[src/rtl/seg7_pkg.sv]
// rtl/seg7_pkg.sv - shared types and constants for the 7-segment scan driver
// Contents: conversion FSM state encoding, active-low segment patterns
// ({g,f,e,d,c,b,a}), digit index constants and small datapath helpers.
package seg7_pkg;

    typedef enum logic [1:0] {
        ST_IDLE   = 2'd0,
        ST_SHIFT  = 2'd1,
        ST_COMMIT = 2'd2
    } conv_state_t;

    localparam int BIN_W       = 8;
    localparam int BCD_W       = 12;
    localparam int SHIFT_STEPS = 8;

    localparam logic [6:0] SEG_BLANK = 7'h7F;
    localparam logic [6:0] SEG_DASH  = 7'h3F;

    localparam logic [6:0] SEG_DIGIT_0 = 7'h40;
    localparam logic [6:0] SEG_DIGIT_1 = 7'h79;
    localparam logic [6:0] SEG_DIGIT_2 = 7'h24;
    localparam logic [6:0] SEG_DIGIT_3 = 7'h30;
    localparam logic [6:0] SEG_DIGIT_4 = 7'h19;
    localparam logic [6:0] SEG_DIGIT_5 = 7'h12;
    localparam logic [6:0] SEG_DIGIT_6 = 7'h02;
    localparam logic [6:0] SEG_DIGIT_7 = 7'h78;
    localparam logic [6:0] SEG_DIGIT_8 = 7'h00;
    localparam logic [6:0] SEG_DIGIT_9 = 7'h10;

    localparam logic [1:0] DIG_ONES     = 2'd0;
    localparam logic [1:0] DIG_TENS     = 2'd1;
    localparam logic [1:0] DIG_HUNDREDS = 2'd2;
    localparam logic [1:0] DIG_MODE     = 2'd3;

    // Nibbles above 9 cannot occur from the converter; they fall back to blank.
    function automatic logic [6:0] seg_of_nibble(input logic [3:0] n);
        logic [6:0] s;
        case (n)
            4'd0:    s = SEG_DIGIT_0;
            4'd1:    s = SEG_DIGIT_1;
            4'd2:    s = SEG_DIGIT_2;
            4'd3:    s = SEG_DIGIT_3;
            4'd4:    s = SEG_DIGIT_4;
            4'd5:    s = SEG_DIGIT_5;
            4'd6:    s = SEG_DIGIT_6;
            4'd7:    s = SEG_DIGIT_7;
            4'd8:    s = SEG_DIGIT_8;
            4'd9:    s = SEG_DIGIT_9;
            default: s = SEG_BLANK;
        endcase
        return s;
    endfunction

    // Double-dabble correction applied to each BCD nibble before every shift.
    function automatic logic [3:0] add3_if_ge5(input logic [3:0] n);
        return (n >= 4'd5) ? (n + 4'd3) : n;
    endfunction

endpackage

[src/rtl/seg7_scan_driver_bin2bcd.sv]
// rtl/seg7_scan_driver_bin2bcd.sv - sequential 8-bit binary to 3-digit BCD converter
// Ports:
//   clk   in   1   clock
//   rst   in   1   synchronous active-high reset (aborts a conversion)
//   start in   1   begin a conversion of bin (honoured in IDLE only)
//   bin   in   8   binary value captured on start
//   busy  out  1   high in SHIFT and COMMIT
//   done  out  1   high for the single COMMIT cycle; bcd is final then
//   bcd   out  12  {hundreds, tens, ones} scratch register
module bin2bcd_seq
    import seg7_pkg::*;
(
    input  logic                 clk,
    input  logic                 rst,
    input  logic                 start,
    input  logic [BIN_W-1:0]     bin,
    output logic                 busy,
    output logic                 done,
    output logic [BCD_W-1:0]     bcd
);

    conv_state_t r_state;
    conv_state_t w_state_next;

    logic [BIN_W-1:0]         r_bin;
    logic [BCD_W-1:0]         r_scratch;
    logic [2:0]               r_count;
    logic [BCD_W-1:0]         w_adjusted;
    logic [BCD_W+BIN_W-1:0]   w_shifted;

    always_comb begin
        w_adjusted = {add3_if_ge5(r_scratch[11:8]),
                      add3_if_ge5(r_scratch[7:4]),
                      add3_if_ge5(r_scratch[3:0])};
        // Bits shifted out of the top are always zero for inputs <= 255.
        w_shifted  = {w_adjusted, r_bin} << 1;
    end

    always_comb begin
        w_state_next = r_state;
        case (r_state)
            ST_IDLE:   if (start) w_state_next = ST_SHIFT;
            ST_SHIFT:  if (r_count == 3'(SHIFT_STEPS - 1)) w_state_next = ST_COMMIT;
            ST_COMMIT: w_state_next = ST_IDLE;
            default:   w_state_next = ST_IDLE;
        endcase
    end

    always_ff @(posedge clk) begin
        if (rst) begin
            r_state <= ST_IDLE;
        end else begin
            r_state <= w_state_next;
        end
    end

    always_ff @(posedge clk) begin
        if (rst) begin
            r_bin     <= '0;
            r_scratch <= '0;
            r_count   <= '0;
        end else begin
            case (r_state)
                ST_IDLE: begin
                    if (start) begin
                        r_bin     <= bin;
                        r_scratch <= '0;
                        r_count   <= '0;
                    end
                end
                ST_SHIFT: begin
                    {r_scratch, r_bin} <= w_shifted;
                    r_count            <= r_count + 3'd1;
                end
                default: ;
            endcase
        end
    end

    assign busy = (r_state != ST_IDLE);
    assign done = (r_state == ST_COMMIT);
    assign bcd  = r_scratch;

endmodule

[src/rtl/seg7_scan_driver.sv]
// rtl/seg7_scan_driver.sv - BCD conversion and 4-digit common-anode 7-segment scanning
// Ports:
//   clk   in   1   system clock
//   rst   in   1   synchronous active-high reset
//   value in   8   binary count to display
//   mode  in   1   mode indicator shown on digit 3 ('-' when 1, blank when 0)
//   an    out  4   digit enables, active-low
//   seg   out  7   segments {g,f,e,d,c,b,a}, active-low
//   dp    out  1   decimal point, active-low, held off
//   busy  out  1   conversion in progress
// Parameter REFRESH_DIV: clock cycles each digit stays lit (>= 2).
// Build option LEADING_ZERO_BLANK_EN: blank leading zero hundreds/tens digits.
module seg7_scan_driver
    import seg7_pkg::*;
#(
    parameter int REFRESH_DIV = 50000
)
(
    input  logic       clk,
    input  logic       rst,
    input  logic [7:0] value,
    input  logic       mode,
    output logic [3:0] an,
    output logic [6:0] seg,
    output logic       dp,
    output logic       busy
);

    localparam int CNT_W = (REFRESH_DIV > 2) ? $clog2(REFRESH_DIV) : 1;

    logic [7:0]       r_captured;
    logic [3:0]       r_hundreds;
    logic [3:0]       r_tens;
    logic [3:0]       r_ones;
    logic [CNT_W-1:0] r_refresh;
    logic [1:0]       r_index;
    logic [3:0]       r_an;
    logic [6:0]       r_seg;

    logic             w_start;
    logic             w_busy;
    logic             w_done;
    logic [11:0]      w_bcd;
    logic             w_wrap;
    logic [1:0]       w_index_next;
    logic [3:0]       w_hundreds_next;
    logic [3:0]       w_tens_next;
    logic [3:0]       w_ones_next;
    logic             w_blank_hundreds;
    logic             w_blank_tens;
    logic [6:0]       w_seg_next;

    // A new conversion is only launched from IDLE; changes seen while busy
    // are picked up by this compare once the converter returns to IDLE.
    assign w_start = !w_busy && (value != r_captured);

    bin2bcd_seq u_bin2bcd (
        .clk   (clk),
        .rst   (rst),
        .start (w_start),
        .bin   (value),
        .busy  (w_busy),
        .done  (w_done),
        .bcd   (w_bcd)
    );

    assign w_wrap       = (r_refresh == CNT_W'(REFRESH_DIV - 1));
    assign w_index_next = w_wrap ? (r_index + 2'd1) : r_index;

    // Output registers are loaded from next-state digit data so a commit and
    // a digit advance on the same edge show the new value on the new digit,
    // and an/seg always switch together.
    assign w_hundreds_next = w_done ? w_bcd[11:8] : r_hundreds;
    assign w_tens_next     = w_done ? w_bcd[7:4]  : r_tens;
    assign w_ones_next     = w_done ? w_bcd[3:0]  : r_ones;

    always_comb begin
        w_blank_hundreds = 1'b0;
        w_blank_tens     = 1'b0;
`ifdef LEADING_ZERO_BLANK_EN
        w_blank_hundreds = (w_hundreds_next == 4'd0);
        w_blank_tens     = (w_hundreds_next == 4'd0) && (w_tens_next == 4'd0);
`else
        w_blank_hundreds = 1'b0;
        w_blank_tens     = 1'b0;
`endif
    end

    always_comb begin
        w_seg_next = SEG_BLANK;
        case (w_index_next)
            DIG_ONES:     w_seg_next = seg_of_nibble(w_ones_next);
            DIG_TENS:     w_seg_next = w_blank_tens ? SEG_BLANK : seg_of_nibble(w_tens_next);
            DIG_HUNDREDS: w_seg_next = w_blank_hundreds ? SEG_BLANK : seg_of_nibble(w_hundreds_next);
            DIG_MODE:     w_seg_next = mode ? SEG_DASH : SEG_BLANK;
            default:      w_seg_next = SEG_BLANK;
        endcase
    end

    always_ff @(posedge clk) begin
        if (rst) begin
            r_captured <= '0;
        end else if (w_start) begin
            r_captured <= value;
        end
    end

    always_ff @(posedge clk) begin
        if (rst) begin
            r_hundreds <= '0;
            r_tens     <= '0;
            r_ones     <= '0;
        end else begin
            r_hundreds <= w_hundreds_next;
            r_tens     <= w_tens_next;
            r_ones     <= w_ones_next;
        end
    end

    always_ff @(posedge clk) begin
        if (rst) begin
            r_refresh <= '0;
            r_index   <= DIG_ONES;
        end else begin
            r_refresh <= w_wrap ? '0 : (r_refresh + 1'b1);
            r_index   <= w_index_next;
        end
    end

    always_ff @(posedge clk) begin
        if (rst) begin
            r_an  <= 4'b1111;
            r_seg <= SEG_BLANK;
        end else begin
            r_an  <= ~(4'b0001 << w_index_next);
            r_seg <= w_seg_next;
        end
    end

    assign an   = r_an;
    assign seg  = r_seg;
    assign dp   = 1'b1;
    assign busy = w_busy;

endmodule

[config.mk]
export PLATFORM = sky130hd
export DESIGN_NAME = seg7_scan_driver
export DESIGN_NICKNAME = d
export VERILOG_FILES = /design/src/rtl/seg7_pkg.sv /design/src/rtl/seg7_scan_driver_bin2bcd.sv /design/src/rtl/seg7_scan_driver.sv
export SDC_FILE = /design/constraint.sdc
export NUM_CORES = 1
export LEC_CHECK = 0
export ABC_AREA = 1
export BUFFER_PORTS_ARGS = -buffer_cell sky130_fd_sc_hd__buf_2
export CORE_AREA = 4 4 87 122
export CTS_CLUSTER_DIAMETER = 120
export DETAILED_ROUTE_END_ITERATION = 10
export DIE_AREA = 0 0 91 126
export SYNTH_ARGS = -nofsm -noshare
export SYNTH_HDL_FRONTEND = slang
export SYNTH_SLANG_ARGS = --single-unit
[constraint.sdc]
create_clock -name clk -period 2 [get_ports clk]
set_input_delay 0.1 -clock clk [delete_from_list [all_inputs] [get_ports clk]]
set_output_delay 0.1 -clock clk [all_outputs]
set_load 0.02 [all_outputs]
==> metrics.cfg <==
[clock_network]
cts-root-buf = clkbuf_16
cts_made_buffers = 9
holdBufCountCts = 0
cts_sinks = 74
cts_buffer_depth = 2
cts_tree = yes
cts-htree-levels = 3
clock_latency_ns = 0.34
path_clk_slew_ns = 0.06

[power]
p_sw_uw = 791
combPwrFrac_pct = 6.9
power_leakage_uw = 0.00211
internal_power_uw = 2550
clkPwrFrac_pct = 46.9
swShare_pct = 23.7
vdd_drop_max_mv = 0.517
power_frac_seq_pct = 46.1
cellPowerDensity_nw_per_um2 = 706
total_power_uw = 3340

[global_route]
grt_pass1_vias = 3629
antenna_found_initial = 0
grt_pass1_wl_um = 15600
grt_usage_pct = 16.6
grt_start_max_net_pins = 43
overflow = 0

[floorplanning]
initial_core_util_pct = 44.4
die_h_um = 126
core_area_um2 = 9460
num_rows = 42
die_area_um2 = 11500
ioPinCount = 24
die_w_um = 91

[finish]
area_growth_pct = 12.5
final_common_cell = nand2_1
drive_gt1_share_pct = 12.4
diodes = 0
mostFrequentLayoutCells = nand2_1, dfxtp_1, nand3_1
fin_nets = 684

[sta]
fin_skew_ns = 0.00561
grt_setup_unrepaired = no
final-hold-violation-count = 0
worst_slew_pin_slew_ns = 0.501
max_freq_mhz = 556
post-route-min-period_ns = 1.80
setup_viol = 0
tns_ns = 0
setup_ws_ns = 0.202
slew_violations = 0
slew-limit-headroom_pct = 66.2
fin_crit_sh_pct = 89.9

[worst_setup_path]
path_max_fanout = 10
critPathMostFrequentCell = nand2_1
crit_start = u_bin2bcd.r_state[0]
crit_path_top_delay_cell = dfxtp_2
cp-start-kind = register
endpoint = seg[0]
r2r-end = seg[0]
r2r_slack_ns = 0.20
crit_chain = inv_2, nand2_4, buf_4, o21ai_2, inv_2, ha_1, inv_1, nand2_1, nand2_1, o21ai_0, nand2_1, nand4_1
r2r-start = u_bin2bcd.r_state[0]
end_kind = register
cp_slowest_stage_delay_ns = 0.34
cp.arrival_ns = 2.01
cp.required_ns = 2.21
path_class = register to register
r2r_cells = 12

[detailed_routing]
met2_length_um = 4390
dr.first_iter.drc_count = 169
wl_met1_um = 4140
drc = 0
dr.pass1.iters = 4
antenna_left = 0
postRouteWirelength_um = 9120
wire_per_inst_um = 12.0
dr_total_vias = 3843
wl_met3_um = 308
highest_layer = met4
viasPerCell = 5.05

[synth]
synth-seq-area-share_pct = 35.2
ys_types = 32
avgSynthCellArea_um2 = 6.76
syn_area_um2 = 4200
synth_seq_cells = 74
synth_cells = 622
yosys_warnings = 0
syn-num-nets = 659

[run]
maxCapViolations = 0

[placed_design]
place.gp.congestion = 0.886
io_buffer_count = 22
place_ws_ns = 0.134
dp_hpwl_um = 6770

[run_status]
status = finished, final reports clean

[worst_hold_path]
worstHoldPathType = input pin to register

## how the worst min path moves through the flow
stage                         from             to  slack (ns)  cells after the start
after floorplan           value[1]  r_captured[1]        0.27                      2
after global placement    value[1]  r_captured[1]        0.39                      3
after detailed placement  value[3]  r_captured[3]        0.40                      3
after CTS                 value[3]  r_captured[3]        0.04                      3
after global routing      value[5]  r_captured[5]        0.07                      3
final                     value[3]  r_captured[3]        0.05                      3
## cell usage after synthesis, drive strengths merged
master / count / area [um2]
nor3b: 4 / 30.0
conb: 1 / 3.75
dfxtp: 74 / 1480
clkbuf: 7 / 26.3
nor2: 72 / 288
o21ai: 36 / 203
inv: 67 / 251
or2: 5 / 31.3
xor2: 4 / 35.0
o211ai: 2 / 15.0
nor3: 3 / 15.0
ha: 26 / 325
o21a: 2 / 15.0
a21oi: 42 / 210
buf: 13 / 92.6
nand3: 69 / 345
nand3b: 3 / 22.5
nand2: 176 / 701
xnor2: 5 / 43.8
nand4: 11 / 68.8
## metrics by stage
step,area [um2],util [%],hold slack [ns],cells
after floorplan,4200,-,0.266,622
after global placement,4420,46.8,0.386,746
after detailed placement,4420,46.8,0.398,746
after CTS,4710,49.8,0.0394,761
after global routing,4730,50.0,0.0744,761
final,4730,50.0,0.0462,761
## kinds of logic (layout without fill, tap and decap cells)
group,Yosys count,in the layout,synth area share (%)
simple gates,343,343,35.7
buf+inv,87,116,8.81
other cells,1,1,0.0892
compound gates,82,82,10.5
flops,74,74,35.2
xor+xnor,9,9,1.87
fa+ha+maj,26,26,7.74
## registers in the layout, indices dropped and copies added (netlist names), 3 cells and up
signal / flops
u_bin2bcd.r_count: 3
r_hundreds: 4
u_bin2bcd.bcd: 12
u_bin2bcd.r_bin: 8
r_tens: 4
r_refresh: 16
r_ones: 4
an: 4
r_captured: 8
seg: 7
## layout make-up
type	instances	area, um2
clock buffers	9	225
clock inverters	6	58.8
fillers	963	4730
inverters	67	255
multi-input cells	461	2370
flip-flops and latches	74	1480
well taps	110	138
repair buffers	34	200
## worst max-delay path: cells and delay by family (launching register included)
| kind | cells | cell delay (ns) |
|---|---|---|
| and+or+nand+nor | 5 | 0.37 |
| AOI/OAI and AO/OA | 2 | 0.32 |
| DFF | 1 | 0.34 |
| buffers and inverters | 4 | 0.46 |
| adders and majority gates | 1 | 0.18 |
## what timing repair did
item,4_1_cts,5_1_grt
buffers inserted,0,0
endpoints found under the setup margin,0,17
resized for setup,0,8
endpoints found under the hold margin,0,0
## metal layers
| metal | GRT usage [%] | up-vias |
|---|---|---|
| met5 | 0 | - |
| met4 | 8.79 | 0 |
| met3 | 3.58 | 22 |
| met2 | 28.5 | 62 |
| met1 | 19.1 | 1719 |
| li1 | - | 2040 |
## power by group through the flow
| stage | clock (uW) | sequential, uW | combinational, uW |
|---|---|---|---|
| floorplan | 0 | 1580 | 165 |
| global placement | 0 | 1570 | 227 |
| detailed placement | 0 | 1570 | 232 |
| CTS | 1610 | 1540 | 233 |
| global route | 1660 | 1550 | 266 |
| finish | 1570 | 1540 | 231 |
No activity file was read; power rests on OpenSTA's default activity.
